<file path="config.mk">
export PLATFORM = sky130hd
export DESIGN_NAME = btb_redirect_ctrl
export DESIGN_NICKNAME = d
export VERILOG_FILES = /design/src/rtl/btb_redirect_ctrl.sv
export SDC_FILE = /design/constraint.sdc
export NUM_CORES = 1
export LEC_CHECK = 0
export BUFFER_PORTS_ARGS = -buffer_cell sky130_fd_sc_hd__buf_2
export CAP_MARGIN = 20
export CORE_ASPECT_RATIO = 1.25
export CORE_MARGIN = 1
export CORE_UTILIZATION = 35
export DETAILED_ROUTE_END_ITERATION = 16
export RECOVER_POWER = 50
export SKIP_LAST_GASP = 1
export SLEW_MARGIN = 10
export SYNTH_ARGS = -nofsm -noshare
export SYNTH_HDL_FRONTEND = slang
export SYNTH_SLANG_ARGS = --single-unit
</file>
<file path="constraint.sdc">
create_clock -name clk -period 4.1 [get_ports clk]
set_input_delay 0.205 -clock clk [delete_from_list [all_inputs] [get_ports clk]]
set_output_delay 0.205 -clock clk [all_outputs]
set_load 0.01 [all_outputs]
</file>
<file path="src/rtl/btb_redirect_ctrl.sv">
// btb_redirect_ctrl: carries BTB predictions down the IF/ID/EX pipe, detects
// mispredicts in EX, drives flush and PC redirect, and owns the BTB write port
// for both training updates and full-table invalidation sweeps.
module btb_redirect_ctrl #(
    parameter int IDX_BITS = 8,
    parameter int XLEN     = 32
) (
    input  logic                clk,
    input  logic                rst_n,
    input  logic                stall,
    input  logic                if_predicted,
    input  logic [XLEN-1:0]     if_pred_target,
    input  logic                ex_valid,
    input  logic [XLEN-1:0]     ex_pc,
    input  logic                ex_taken,
    input  logic [XLEN-1:0]     ex_target,
    input  logic                inval_req,
    output logic [1:0]          next_pc_sel,
    output logic [XLEN-1:0]     redirect_pc,
    output logic                flush,
    output logic                inval_busy,
    output logic                upd_en,
    output logic                upd_clear,
    output logic [IDX_BITS-1:0] upd_idx,
    output logic [XLEN-1:0]     upd_pc,
    output logic [XLEN-1:0]     upd_target,
    output logic                upd_taken,
    output logic [31:0]         branch_cnt,
    output logic [31:0]         mispredict_cnt
);

    typedef enum logic {
        IDLE  = 1'b0,
        SWEEP = 1'b1
    } state_t;

    localparam logic [IDX_BITS-1:0] LAST_IDX = {IDX_BITS{1'b1}};
    localparam logic [IDX_BITS-1:0] ONE_IDX  = {{(IDX_BITS-1){1'b0}}, 1'b1};

    state_t              state, state_nxt;
    logic [IDX_BITS-1:0] sweep_cnt, sweep_cnt_nxt;

    logic                id_pred, ex_pred;
    logic [XLEN-1:0]     id_tgt, ex_tgt;
    logic                mis;

    logic                tr_en, tr_taken;
    logic [XLEN-1:0]     tr_pc, tr_target;

    assign inval_busy = (state == SWEEP);
    assign mis   = ex_valid && ((ex_taken != ex_pred) || (ex_taken && (ex_target != ex_tgt)));
    assign flush = mis;

    // Fetch PC select and recovery address; a mispredict overrides any prediction.
    always_comb begin
        // NOTE: every output of a combinational block gets a default first so no path leaves it unassigned (which would infer a latch).
        next_pc_sel = 2'b00;
        redirect_pc = '0;
        if (mis) begin
            next_pc_sel = 2'b10;
            redirect_pc = ex_taken ? ex_target : ex_pc + XLEN'(4);
        end else if (if_predicted && !inval_busy && !stall) begin
            next_pc_sel = 2'b01;
        end
    end

    // Prediction pipe IF->ID->EX; flush clears it and wins over stall.
    always_ff @(posedge clk or negedge rst_n) begin
        if (!rst_n) begin
            id_pred <= 1'b0;
            id_tgt  <= '0;
            ex_pred <= 1'b0;
            ex_tgt  <= '0;
        end else if (mis) begin
            // NOTE: state registers use non-blocking assignments so every flop samples pre-edge values, independent of statement order.
            id_pred <= 1'b0;
            id_tgt  <= '0;
            ex_pred <= 1'b0;
            ex_tgt  <= '0;
        end else if (!stall) begin
            id_pred <= if_predicted && !inval_busy;
            id_tgt  <= if_pred_target;
            ex_pred <= id_pred;
            ex_tgt  <= id_tgt;
        end
    end

    // Sweep sequencer next state: one entry per cycle, back to IDLE after the last index.
    always_comb begin
        state_nxt     = state;
        sweep_cnt_nxt = sweep_cnt;
        case (state)
            IDLE: begin
                if (inval_req) begin
                    state_nxt     = SWEEP;
                    sweep_cnt_nxt = '0;
                end
            end
            SWEEP: begin
                if (sweep_cnt == LAST_IDX) begin
                    state_nxt     = IDLE;
                    sweep_cnt_nxt = '0;
                end else begin
                    sweep_cnt_nxt = sweep_cnt + ONE_IDX;
                end
            end
            default: begin
                state_nxt     = IDLE;
                sweep_cnt_nxt = '0;
            end
        endcase
    end

    // Sweep sequencer state register.
    always_ff @(posedge clk or negedge rst_n) begin
        if (!rst_n) begin
            state     <= IDLE;
            sweep_cnt <= '0;
        end else begin
            state     <= state_nxt;
            sweep_cnt <= sweep_cnt_nxt;
        end
    end

    // Training capture: one-cycle pulse per resolved branch, only when the sweep is not claiming the port.
    always_ff @(posedge clk or negedge rst_n) begin
        if (!rst_n) begin
            tr_en     <= 1'b0;
            tr_taken  <= 1'b0;
            tr_pc     <= '0;
            tr_target <= '0;
        end else begin
            tr_en <= (state == IDLE) && ex_valid && !inval_req;
            if ((state == IDLE) && ex_valid && !inval_req) begin
                tr_taken  <= ex_taken;
                tr_pc     <= ex_pc;
                tr_target <= ex_target;
            end
        end
    end

    // BTB write port mux: sweep owns the port while busy, otherwise the training register drives it.
    always_comb begin
        upd_en     = tr_en;
        upd_clear  = 1'b0;
        upd_idx    = tr_pc[IDX_BITS+1:2];
        upd_pc     = tr_pc;
        upd_target = tr_target;
        upd_taken  = tr_taken;
        if (state == SWEEP) begin
            upd_en     = 1'b1;
            upd_clear  = 1'b1;
            upd_idx    = sweep_cnt;
            upd_pc     = '0;
            upd_target = '0;
            upd_taken  = 1'b0;
        end
    end

    // Performance counters; both wrap naturally.
    always_ff @(posedge clk or negedge rst_n) begin
        if (!rst_n) begin
            branch_cnt     <= '0;
            mispredict_cnt <= '0;
        end else begin
            if (ex_valid) branch_cnt     <= branch_cnt + 32'd1;
            if (mis)      mispredict_cnt <= mispredict_cnt + 32'd1;
        end
    end

endmodule

</file>
After elaboration in Yosys (flattened, before gate mapping) --
Cells that the tools add are included.
Word-level totals: register bits 205, input port bits 103, memories kept 0, memory bits (writable) 0, latch bits 0, output and inout port bits 175, memory bits (read-only) 0, logic and storage cells 56
Cells by class: add/subtract/negate cells 4, equality and inequality tests 5, multipliers 0, reductions and logical operators 10, multiplexer cells 24, magnitude comparators 0, bitwise operators 1, divide/modulo/power cells 0, shift-type cells 0
Operators with widths (count):
- $mux 32 | 8
- $add 32x1->32 const B | 2
- $add 32x3->32 const B | 1
- $ne 32x32->1 | 1
- $mux 8 | 3
- $pmux 8 s2 | 1
- $mux 1 | 10
- $add 8x1->8 const B | 1
- $eq 8x8->1 const B | 1
- $logic_and 1x1->1 | 6
- $logic_not 1->1 | 3
- $mux 2 | 1
- $ne 2x1->1 const B | 1
- $ne 2x2->1 const B | 1
- $pmux 1 s2 | 1
- $logic_or 1x1->1 | 1
- $ne 1x1->1 | 1
- $not 1->1 | 1

Longest topological paths before layout --
Gate-level depths: netlist (run 1).
word-level depth 5, depth in mapped cells 10, gate-level depth less buffers 7

Worst setup path before layout (run 1) --
No wires, ideal clock.
kind register to output, from register ex_tgt[8], to output port next_pc_sel[0], data required time 3.895 ns, stages on the path, launching flop included 10, path slack 1.844 ns, arrival 2.051 ns, path buffers 2, cells stage by stage dfrtp_1 > xor2_1 > nor4_1 > nand4_1 > or4_1 > buf_2 > nand2_4 > inv_4 > buf_2 > nor2_1
On the way: word-level cells in the longest chain between the ends 5
RTL lines:
- start, declared | RTL line 44 | logic [XLEN-1:0] id_tgt, ex_tgt;
- start signal, assigned | RTL line 84 | ex_tgt <= id_tgt;
- $ne 32x32->1 | RTL line 51 | assign mis = ex_valid && ((ex_taken != ex_pred) || (ex_taken && (ex_target != ex_tgt)));
- $logic_and 1x1->1 | RTL line 51
- $logic_or 1x1->1 | RTL line 51
- $logic_and 1x1->1 | RTL line 51
- via flush | RTL line 20 | output logic flush,
- $mux 2 | RTL line 59 | if (mis) begin
- end, declared | RTL line 18 | output logic [1:0] next_pc_sel,
The timed path passes the listed nets, and every way through them passes these cells.

Worst setup path after layout (run 1) --
from register ex_tgt[29], to output port redirect_pc[21]
On the way: word-level cells in the longest chain between the ends 5
RTL lines:
- $ne 32x32->1 | RTL line 51
- $logic_and 1x1->1 | RTL line 51
- $logic_or 1x1->1 | RTL line 51
- $logic_and 1x1->1 | RTL line 51
- $mux 32 | RTL line 59
- end, declared | RTL line 19 | output logic [XLEN-1:0] redirect_pc,
Every way passes these cells.

==> impl_metrics.csv, run 1 <==
group,metric,value,unit
yosys,synth_cells,954,
floorplanning,design.core.area,30000,sq um
yosys,synth_top_family_by_area,"simple AND/OR/NAND/NOR gates",
timing,timing.fmax,257,MHz
yosys,synth_nets,1061,
detailed_routing,drt-total-wl,30100,microns
global_routing,antenna_found_initial,1,
global_routing,grt_pass1_vias,8263,
clock_tree,cts_tree,"built",
global_routing,overflow,0,
power_and_ir_drop,seqPwrFrac,44.8,%
worst_hold_path,hold_class,"primary input to register",
clock_tree,clk_pin_slew,60,ps
layout,nets,1411,
timing,slew_headroom,-34.4,%
detailed_routing,first_pass_iters,4,
power_and_ir_drop,switching_share,27.9,%
yosys,synth_fa_ha_area_share,0.470,%
critical_path,cp.arrival,3680,ps
power_and_ir_drop,pwr-share-clk,38.4,%
yosys,synth-simple-area-share,21.1,%
yosys,yosys.area.top_type,"dfrtp_1",
place,place_hpwl,21100,microns
yosys,yosysTopAreaCellShare,48.2,%
detailed_routing,routedWlPerCell,17.5,microns
critical_path,crit_path_end_kind,"primary output",
timing,setup_violations,0,
global_routing,grt_pass1_wl,46100,microns
timing,final.setup.tns,0,ps
clock_tree,cts_sinks,205,
timing,rsz0062_at_grt,"no",
clock_tree,cts_buffers,24,
yosys,ys_types,39,
floorplanning,start_util,35.4,%
global_routing,track_usage,19.1,%
power_and_ir_drop,internal_power,3950,uW
power_and_ir_drop,power.switching,1520,uW
detailed_routing,viasPerCell,4.87,
clock_tree,cts_root_buffer,"clkbuf_16",
timing,slew_viol_final,127,
power_and_ir_drop,total_power,5470,uW
yosys,syn-cell-area,10600,sq um
clock_tree,post_cts_buffers,0,
critical_path,path_max_fanout,54,
yosys,async_flop_share,100,%
floorplanning,num_rows,71,
yosys,synth_edf_count,0,
power_and_ir_drop,power.leakage,0.00667,uW
detailed_routing,drc,0,
critical_path,crit_type,"register to primary output",
timing,finClkSkew,18.9,ps
status,status,"finished, violations left",
floorplanning,fp.dieW,158,microns
yosys,synth_area_per_cell,11.2,sq um
status,violations,"capacitance limit, slew limit",
layout,fill_cells,2925,
power_and_ir_drop,power.density,393,nW/um^2
yosys,ys_ff_latch,205,
layout,utilization,46.4,%
yosys,synth_compound_area_share,2.38,%
yosys,synth_ff_type,"dfrtp_1",
power_and_ir_drop,pwr-share-comb,16.8,%
yosys,synth_area_leaders,"dfrtp_1 (48%), mux2i_1 (7.7%), mux2_2 (7.0%)",
place,routabilityCongestion,0.827,
timing,fin_crit_sh,94.9,%
timing,period_needed,3890,ps
yosys,yosys-mux-area-fraction,14.8,%
flow_run,maxCapViolCount,2,
layout,syn2layout_area_growth,30.9,%
detailed_routing,antenna_left,0,
layout,drive_gt1_share,27.3,%
timing,finalHoldViolations,0,
power_and_ir_drop,vdd_ir_drop_max,0.000285,V
global_routing,grt_max_degree,127,
floorplanning,ios,278,
yosys,ys_seq_area_share,48.2,%
critical_path,cp-start-kind,"register",
yosys,yosysWarnings,0,
detailed_routing,vias,8369,
floorplanning,die_area,31100,sq um
clock_tree,cts_buffer_depth,3,
clock_tree,htree_levels,1,
place,port_buffers,277,
detailed_routing,initialDrtViolationCount,440,
clock_tree,clkLatencyLatePin,530,ps
critical_path,worstPathRequired,3890,ps
yosys,yosys.area_share.xor_xnor,10.1,%
floorplanning,dieHeight,197,microns
timing,worst_slew_pin_slew,2020,ps
-- cells in the final DEF (no fill, tap or decap), drive strengths merged, types with 13 or more instances in the layout --
cell	synthesis	final
and2	16	16
and3	34	34
buf	19	215
clkbuf	33	103
dfrtp	205	205
dlygate4sd3	0	91
mux2	67	67
mux2i	82	82
nand2	39	39
nand3	32	32
nand4	36	36
nor2	112	112
nor2b	66	66
nor4	13	13
o21ai	17	17
xnor2	71	71
xor2	52	52
-- power groups by stage --
stage / Sequential [uW] / Combinational [uW] / Clock, uW
after floorplan: 2450 / 521 / 0
after detailed placement: 2480 / 874 / 0
after global placement: 2470 / 862 / 0
final: 2450 / 919 / 2100
after CTS: 2440 / 947 / 2170
after global routing: 2480 / 1020 / 2240
-- path summary, 6_finish.rpt --
| check | start | slack [ps] | endpoint | depth (start not counted) |
|---|---|---|---|---|
| worst max-delay path | ex_tgt[29] | 210 | redirect_pc[21] | 8 |
| worst min-delay path | ex_pc[15] | 10 | tr_pc[15] | 2 |
| worst max register to register | ex_tgt[29] | 750 | id_pred | 8 |
| worst min register to register | branch_cnt[31] | 470 | branch_cnt[31] | 1 |
| max in group asynchronous | rst_n | 1240 | tr_pc[19] | 3 |
| min in group asynchronous | rst_n | 350 | sweep_cnt[2] | 2 |
-- registers in the layout, indices dropped and copies added, names as in the netlist --
name / count
branch_cnt: 32
ex_pred: 1
ex_tgt: 32
id_pred: 1
id_tgt: 32
inval_busy: 1
mispredict_cnt: 32
sweep_cnt: 8
tr_en: 1
tr_pc: 32
tr_taken: 1
tr_target: 32
-- layout make-up --
type	count	area [sq um]	area share (%)
antenna	1	2.50	0.0180
clock buffer	33	664	4.77
clock inverter	6	97.6	0.701
inverter	7	28.8	0.207
multi-input combinational	690	5200	37.3
sequential	205	5130	36.8
tap	401	502	3.60
timing repair buffer	376	2300	16.5
-- worst max-delay path: stages (launching register included) --
cell and delay, ps:
dfrtp_1 390, xor2_1 170, nor4_1 670, nand4_1 140, or4_1 630, nand2_4 310
inv_4 410, and2_1 290, buf_2 130
-- cells in the mapped netlist (all sizes together) (8+ instances only) --
master,instances
nor4,13
dfrtp,205
mux2,67
nand2b,8
nand4,36
o21ai,17
nor2,112
clkbuf,33
nand2,39
buf,19
and2,16
and3,34
and4,8
xor2,52
xnor2,71
mux2i,82
nand3,32
nor2b,66
a21o,8
nor3,8
-- cells by family (layout without fill, tap and decap cells) --
logic type,Yosys count,in the layout
AND/OR/NAND/NOR,374,374
flip-flops,205,205
multiplexers,149,149
XOR/XNOR,123,123
buffers and inverters,59,422
AO/OA/AOI/OAI,40,40
adder cells (fa/ha/maj),4,4
other,0,1
-- stage by stage --
| step | instance area, sq um | std cells | hold WS [ps] | worst slack [ps] |
|---|---|---|---|---|
| after global routing | 13900 | 1719 | 3.80 | 21.7 |
| after CTS | 14000 | 1717 | 7.29 | 181 |
| after detailed placement | 12300 | 1587 | 388 | 747 |
| after floorplan | 10600 | 954 | -90.6 | 1840 |
| final | 13900 | 1719 | 11.9 | 211 |
| after global placement | 12300 | 1587 | 390 | 781 |
-- repair_timing --
item,in CTS,in global routing
resized for setup,0,0
endpoints found under the hold margin,216,0
hold buffers,91,0
-- layer usage --
metal  up-vias  global-route usage (%)  routed length [microns]
met3        72                    2.97                     1560
met5         -                       0                        0
met2       257                    32.0                    14500
met4         0                    7.69                     1140
met1      4074                    24.5                    12900
li1       3966                       -                        -
(Power assumes the default switching activity.)
==> inputs of run 2 (changes only) <==
- ABC_AREA: unset -> 1
==> run 2 against run 1 <==
Net effect: the run still ends with capacitance limit, slew limit left; utilization shrank 0.63 points; critical path depth rose by 3; non-clock buffer count up 3; cell count increased by 38%; largest power group is now the clock network; highest routed layer is now met5.
==> impl_metrics.csv, run 2 <==
group,metric,value,unit
floorplanning,num_rows,75,
power_and_ir_drop,pwr-share-clk,41.1,%
yosys,ys_types,35,
critical_path,crit_chain,"nand2_1, o21bai_1, nor2_1, nand2_1, nor2_1, nand3_2, buf_4, nand2_2, buf_4, a21oi_1, buf_2",
critical_path,path_max_fanout,66,
power_and_ir_drop,power.leakage,0.00777,uW
critical_path,cp_slowest_cell,"buf_4",
timing,finClkSkew,11.0,ps
layout,multi_input_area,5690,sq um
yosys,synth_cells,1590,
layout,fill_cells,3398,
flow_run,maxCapViolCount,2,
power_and_ir_drop,power.density,399,nW/um^2
power_and_ir_drop,seqPwrFrac,40.2,%
yosys,yosys.area.top_type,"dfrtp_1",
critical_path,rrSetupSlack,1430,ps
timing,fin_crit_sh,81.1,%
critical_path,crit_type,"register to primary output",
worst_hold_path,hold_class,"primary input to register",
clock_tree,cts_buffer_depth,3,
global_routing,overflow,0,
floorplanning,dieHeight,208,microns
timing,setup_violations,0,
power_and_ir_drop,switching_share,29.1,%
yosys,ys_seq_area_share,43.3,%
power_and_ir_drop,internal_power,4340,uW
timing,slew_headroom,-74.4,%
clock_tree,cts_buffers,24,
layout,syn2layout_area_growth,29.2,%
power_and_ir_drop,vdd_ir_drop_max,0.000228,V
clock_tree,clk_pin_slew,50,ps
floorplanning,design.core.area,33500,sq um
yosys,synth_ff_type,"dfrtp_1",
clock_tree,post_cts_resized,0,
layout,drive_gt1_share,16.2,%
timing,timing.fmax,301,MHz
yosys,synth_area_leaders,"dfrtp_1 (43%), nand2_1 (15%), nor2_1 (7.0%)",
floorplanning,ios,278,
yosys,synth_edf_count,0,
clock_tree,clkLatencyLatePin,540,ps
floorplanning,start_util,35.4,%
yosys,yosysMostFrequentCell,"nand2_1",
timing,rsz0062_at_grt,"no",
global_routing,grt_max_degree,98,
detailed_routing,routedWlPerCell,16.6,microns
layout,layout_common_cells,"nand2_1 (465), nor2_1 (222), buf_2 (211)",
critical_path,crit_family,"buffers and inverters",
clock_tree,cts_sinks,205,
critical_path,crit_path_end_kind,"primary output",
yosys,synth_area_per_cell,7.46,sq um
clock_tree,cts_root_buffer,"clkbuf_16",
detailed_routing,drc,0,
critical_path,crit_buf_inv,3,
detailed_routing,vias,11361,
layout,final_common_cell,"nand2_1",
global_routing,track_usage,22.7,%
timing,worst_slew_pin_slew,2620,ps
clock_tree,htree_levels,1,
critical_path,cp.arrival,3120,ps
clock_tree,cts_tree,"built",
floorplanning,die_area,34600,sq um
status,violations,"capacitance limit, slew limit",
yosys,async_flop_share,100,%
yosys,yosysTopAreaCellShare,43.3,%
critical_path,slowest_delay,610,ps
power_and_ir_drop,pwr-share-comb,18.7,%
place,routabilityCongestion,0.924,
yosys,syn-cell-area,11900,sq um
detailed_routing,antenna_left,0,
floorplanning,fp.dieW,167,microns
place,port_buffers,277,
place,place_hpwl,29100,microns
global_routing,grt_pass1_vias,11112,
yosys,ys_ff_latch,205,
power_and_ir_drop,power.switching,1780,uW
layout,ff_latch_area,5130,sq um
detailed_routing,first_pass_iters,5,
timing,finalHoldViolations,0,
timing,final.setup.tns,0,ps
status,status,"finished, violations left",
global_routing,antenna_found_initial,3,
clock_tree,post_cts_buffers,0,
detailed_routing,initialDrtViolationCount,714,
layout,nets,2040,
yosys,synthTopCellsByCount,"nand2_1 (465), nor2_1 (222), dfrtp_1 (205), inv_1 (191), o21ai_0 (83)",
timing,slew_viol_final,171,
detailed_routing,viasPerCell,4.78,
detailed_routing,drt-total-wl,39500,microns
critical_path,worstPathRequired,3890,ps
yosys,synth_nets,1697,
critical_path,cp-start-kind,"register",
timing,period_needed,3330,ps
clock_tree,postCtsHoldBufs,89,
global_routing,grt_pass1_wl,61800,microns
layout,utilization,45.7,%
yosys,yosysWarnings,0,
[run 2: cell count changes after synthesis, sizes merged, moves of 21 or more]
cell	previous run	this run
nand2	39	466
inv	7	192
nor2	112	263
mux2	67	0
o21ai	17	84
nor2b	66	0
xnor2	71	22
nand3	32	69
and3	34	1
nor3	8	31
a21oi	7	28
[run 2: per-layer routing]
| layer | vias up | track usage, % | routed length [microns] |
|---|---|---|---|
| li1 | 5621 | - | - |
| met1 | 5303 | 28.2 | 16900 |
| met2 | 369 | 39.3 | 19000 |
| met3 | 66 | 3.78 | 2160 |
| met4 | 2 | 8.94 | 1410 |
| met5 | - | 0 | 11 |
[run 2: metrics by stage]
| stage | hold WS, ps | total power [uW] | cell area, sq um | setup WS (ps) | instances |
|---|---|---|---|---|---|
| after detailed placement | 360 | 3580 | 13600 | 1320 | 2241 |
| after global placement | 361 | 3550 | 13600 | 1330 | 2241 |
| after CTS | 1.26 | 6200 | 15400 | 721 | 2374 |
| final | 18.1 | 6120 | 15300 | 773 | 2376 |
| after floorplan | -90.6 | 3130 | 11900 | 2410 | 1590 |
| after global routing | 20.1 | 6410 | 15300 | 298 | 2376 |
[run 2: power by group through the flow]
stage | combinational [uW] | clock, uW | sequential, uW
3_3_place_gp | 1080 | 0 | 2480
4_1_cts | 1170 | 2580 | 2450
2_1_floorplan | 660 | 0 | 2470
6_report | 1150 | 2510 | 2460
5_1_grt | 1280 | 2640 | 2490
3_5_place_dp | 1100 | 0 | 2490
[run 2: worst paths after layout]
kind                                    to           start  cells past startpoint
max                        redirect_pc[29]         ex_pred                     11
min                          tr_target[18]   ex_target[18]                      3
max reg2reg                   sweep_cnt[0]      inval_busy                      5
min reg2reg                 branch_cnt[28]  branch_cnt[28]                      1
max in group asynchronous    tr_target[18]           rst_n                      3
min in group asynchronous     tr_target[0]           rst_n                      2
[run 2: layout make-up]
type                       instances  share of cell area [%]
clock buffer                      32                    4.52
antenna                            2                  0.0327
tap                              423                    3.45
sequential                       205                    33.5
multi-input combinational       1131                    37.1
inverter                         192                    4.72
clock inverter                    12                    1.56
timing repair buffer             379                    15.1
[run 2: cell families after synthesis]
| kind of cell | after synthesis | share of synthesized area [%] |
|---|---|---|
| xor+xnor | 74 | 5.47 |
| mux | 65 | 5.49 |
| fa+ha+maj | 4 | 0.422 |
| compound gates | 129 | 5.72 |
| simple gates | 859 | 30.9 |
| buf+inv | 254 | 8.78 |
| flops | 205 | 43.3 |
[run 2: worst register-to-register path, delay by kind of cell (launching register included)]
kind                   cells  cell delay, ps
AND/OR/NAND/NOR            1             340
AO/OA/AOI/OAI              1             120
flip-flops                 1             350
buffers and inverters      3            1780
==> inputs of run 3 (changes only) <==
- clock period: 4.1 -> 3.2 ns (I/O delays scaled with it)
==> run 3 against run 2 <==
Net effect: the run still ends with capacitance limit, slew limit left; first-iteration DRC count up 3.9%; utilization hardly changed; sequential cell count unchanged; cell area about the same; non-clock buffer count up 13; cell count increased by 0.46%; sequential share of layout area hardly changed; largest cell class unchanged; largest power group is now registers.
==> impl_metrics.csv, run 3 (synthesized netlist as in run 2, its figures left out) <==
group,metric,value,unit
clock_tree,postCtsHoldBufs,100,
layout,layout_common_cells,"nand2_1 (465), nor2_1 (222), buf_2 (211)",
global_routing,grt_pass1_vias,11239,
place,routabilityCongestion,0.955,
timing,rsz0062_at_grt,"no",
critical_path,worstPathRequired,3040,ps
timing,timing.fmax,352,MHz
clock_tree,cts_sinks,205,
detailed_routing,drc,0,
power_and_ir_drop,switching_share,30.8,%
layout,syn2layout_area_growth,29.4,%
power_and_ir_drop,vdd_ir_drop_max,0.000409,V
global_routing,overflow,0,
timing,final.setup.tns,0,ps
timing,fin_crit_sh,88.7,%
global_routing,grt_max_degree,98,
critical_path,crit_path_end_kind,"primary output",
worst_hold_path,hold_depth,3,
critical_path,slowest_delay,620,ps
power_and_ir_drop,pwr-share-comb,20.2,%
flow_run,maxCapViolCount,1,
place,place_hpwl,28900,microns
critical_path,crit_chain,"inv_1, nand2_1, nand2_1, nand2_1, nor2_1, nand2_1, nor2_1, nand3_2, nand2_2, buf_4, nand2_1, inv_1, buf_2",
timing,slew_viol_final,96,
layout,drive_gt1_share,16.0,%
power_and_ir_drop,pwr-share-clk,37.0,%
detailed_routing,initialDrtViolationCount,742,
power_and_ir_drop,internal_power,5080,uW
critical_path,r2r-end,"id_pred",
critical_path,crit_family,"buffers and inverters",
floorplanning,ios,278,
critical_path,r2r-start,"ex_tgt[28]",
global_routing,antenna_found_initial,0,
floorplanning,dieHeight,208,microns
detailed_routing,drt-total-wl,39200,microns
timing,worst_slew_pin_slew,2610,ps
power_and_ir_drop,power.switching,2260,uW
clock_tree,post_cts_resized,0,
floorplanning,start_util,35.4,%
clock_tree,cts_tree,"built",
worst_hold_path,hold_class,"primary input to register",
clock_tree,htree_levels,1,
layout,nets,2054,
floorplanning,num_rows,75,
detailed_routing,antenna_left,0,
clock_tree,clk_pin_slew,60,ps
timing,finalHoldViolations,0,
timing,slew_headroom,-73.8,%
worst_hold_path,hold_end,"ex_tgt[14]",
global_routing,track_usage,22.6,%
detailed_routing,vias,11495,
critical_path,cp_slowest_cell,"buf_4",
place,port_buffers,277,
critical_path,cp-start-kind,"register",
critical_path,crit_buf_inv,4,
floorplanning,fp.dieW,167,microns
timing,finClkSkew,11.1,ps
floorplanning,design.core.area,33500,sq um
detailed_routing,routedWlPerCell,16.4,microns
detailed_routing,viasPerCell,4.82,
status,violations,"capacitance limit, slew limit",
global_routing,grt_pass1_wl,61600,microns
critical_path,rrSetupSlack,1080,ps
critical_path,cp.arrival,2680,ps
layout,utilization,45.8,%
critical_path,crit_type,"register to primary output",
clock_tree,clkLatencyLatePin,530,ps
clock_tree,cts_buffer_depth,3,
floorplanning,die_area,34600,sq um
timing,setup_violations,0,
critical_path,r2r_cells,12,
power_and_ir_drop,seqPwrFrac,42.8,%
power_and_ir_drop,power.density,479,nW/um^2
critical_path,crit_path_frequent_cell,"nand2_1",
status,status,"finished, violations left",
worst_hold_path,hold_path.startpoint,"stall",
clock_tree,cts_buffers,25,
clock_tree,post_cts_buffers,0,
critical_path,path_max_fanout,66,
clock_tree,cts_root_buffer,"clkbuf_16",
detailed_routing,first_pass_iters,8,
layout,final_common_cell,"nand2_1",
power_and_ir_drop,power.leakage,0.00776,uW
timing,period_needed,2840,ps
[run 3: worst max path at each step]
stage	from	to	slack (ps)	cells after the start
floorplan	branch_cnt[0]	branch_cnt[28]	1510	8
global placement	ex_taken	next_pc_sel[0]	700	12
detailed placement	ex_taken	next_pc_sel[0]	660	12
CTS	ex_tgt[28]	next_pc_sel[0]	260	13
global route	ex_tgt[12]	next_pc_sel[0]	100	13
finish	ex_tgt[28]	next_pc_sel[0]	360	13
[run 3: cell type report]
type                       instances  area (sq um)
fill                            3360         18200
clock inverter                     9          78.8
multi-input combinational       1131          5690
tap                              423           529
clock buffer                      34           689
sequential                       205          5130
inverter                         192           723
timing repair buffer             392          2490
antenna                            1          2.50
[run 3: layer usage]
metal / global-route usage (%) / routed length [microns] / part of all wire (%) / vias to the layer above
li1: - / - / - / 5661
met1: 28.2 / 16600 / 42 / 5367
met2: 39.2 / 19100 / 49 / 385
met3: 3.51 / 2220 / 5.7 / 82
met4: 8.52 / 1280 / 3.3 / 0
met5: 0 / 0 / 0 / -
[run 3: stage by stage]
step,power (uW),setup WS [ps],hold WS (ps),area [sq um],cells
2_1_floorplan,4010,1510,-136,11900,1590
3_3_place_gp,4560,700,288,13600,2242
3_5_place_dp,4590,655,291,13700,2243
4_1_cts,7450,260,296,15400,2386
5_1_grt,7730,104,404,15300,2386
6_report,7340,360,376,15300,2387
[run 3: power groups by stage]
stage	Clock [uW]	Combinational, uW	Sequential [uW]
5_1_grt	2880	1660	3190
6_report	2720	1480	3150
3_5_place_dp	0	1410	3180
2_1_floorplan	0	846	3160
4_1_cts	2790	1510	3140
3_3_place_gp	0	1390	3170
[run 3: worst reg2reg max path: stages, from the launching register on]
cell and delay (ps):
dfrtp_1 400, inv_1 60, nand2_1 40, nand2_1 50, nand2_1 60, nor2_1 130, nand2_1 80, nor2_1 130
nand3_2 90, nand2_2 100, buf_4 620, nand2_1 190, nand2_1 110
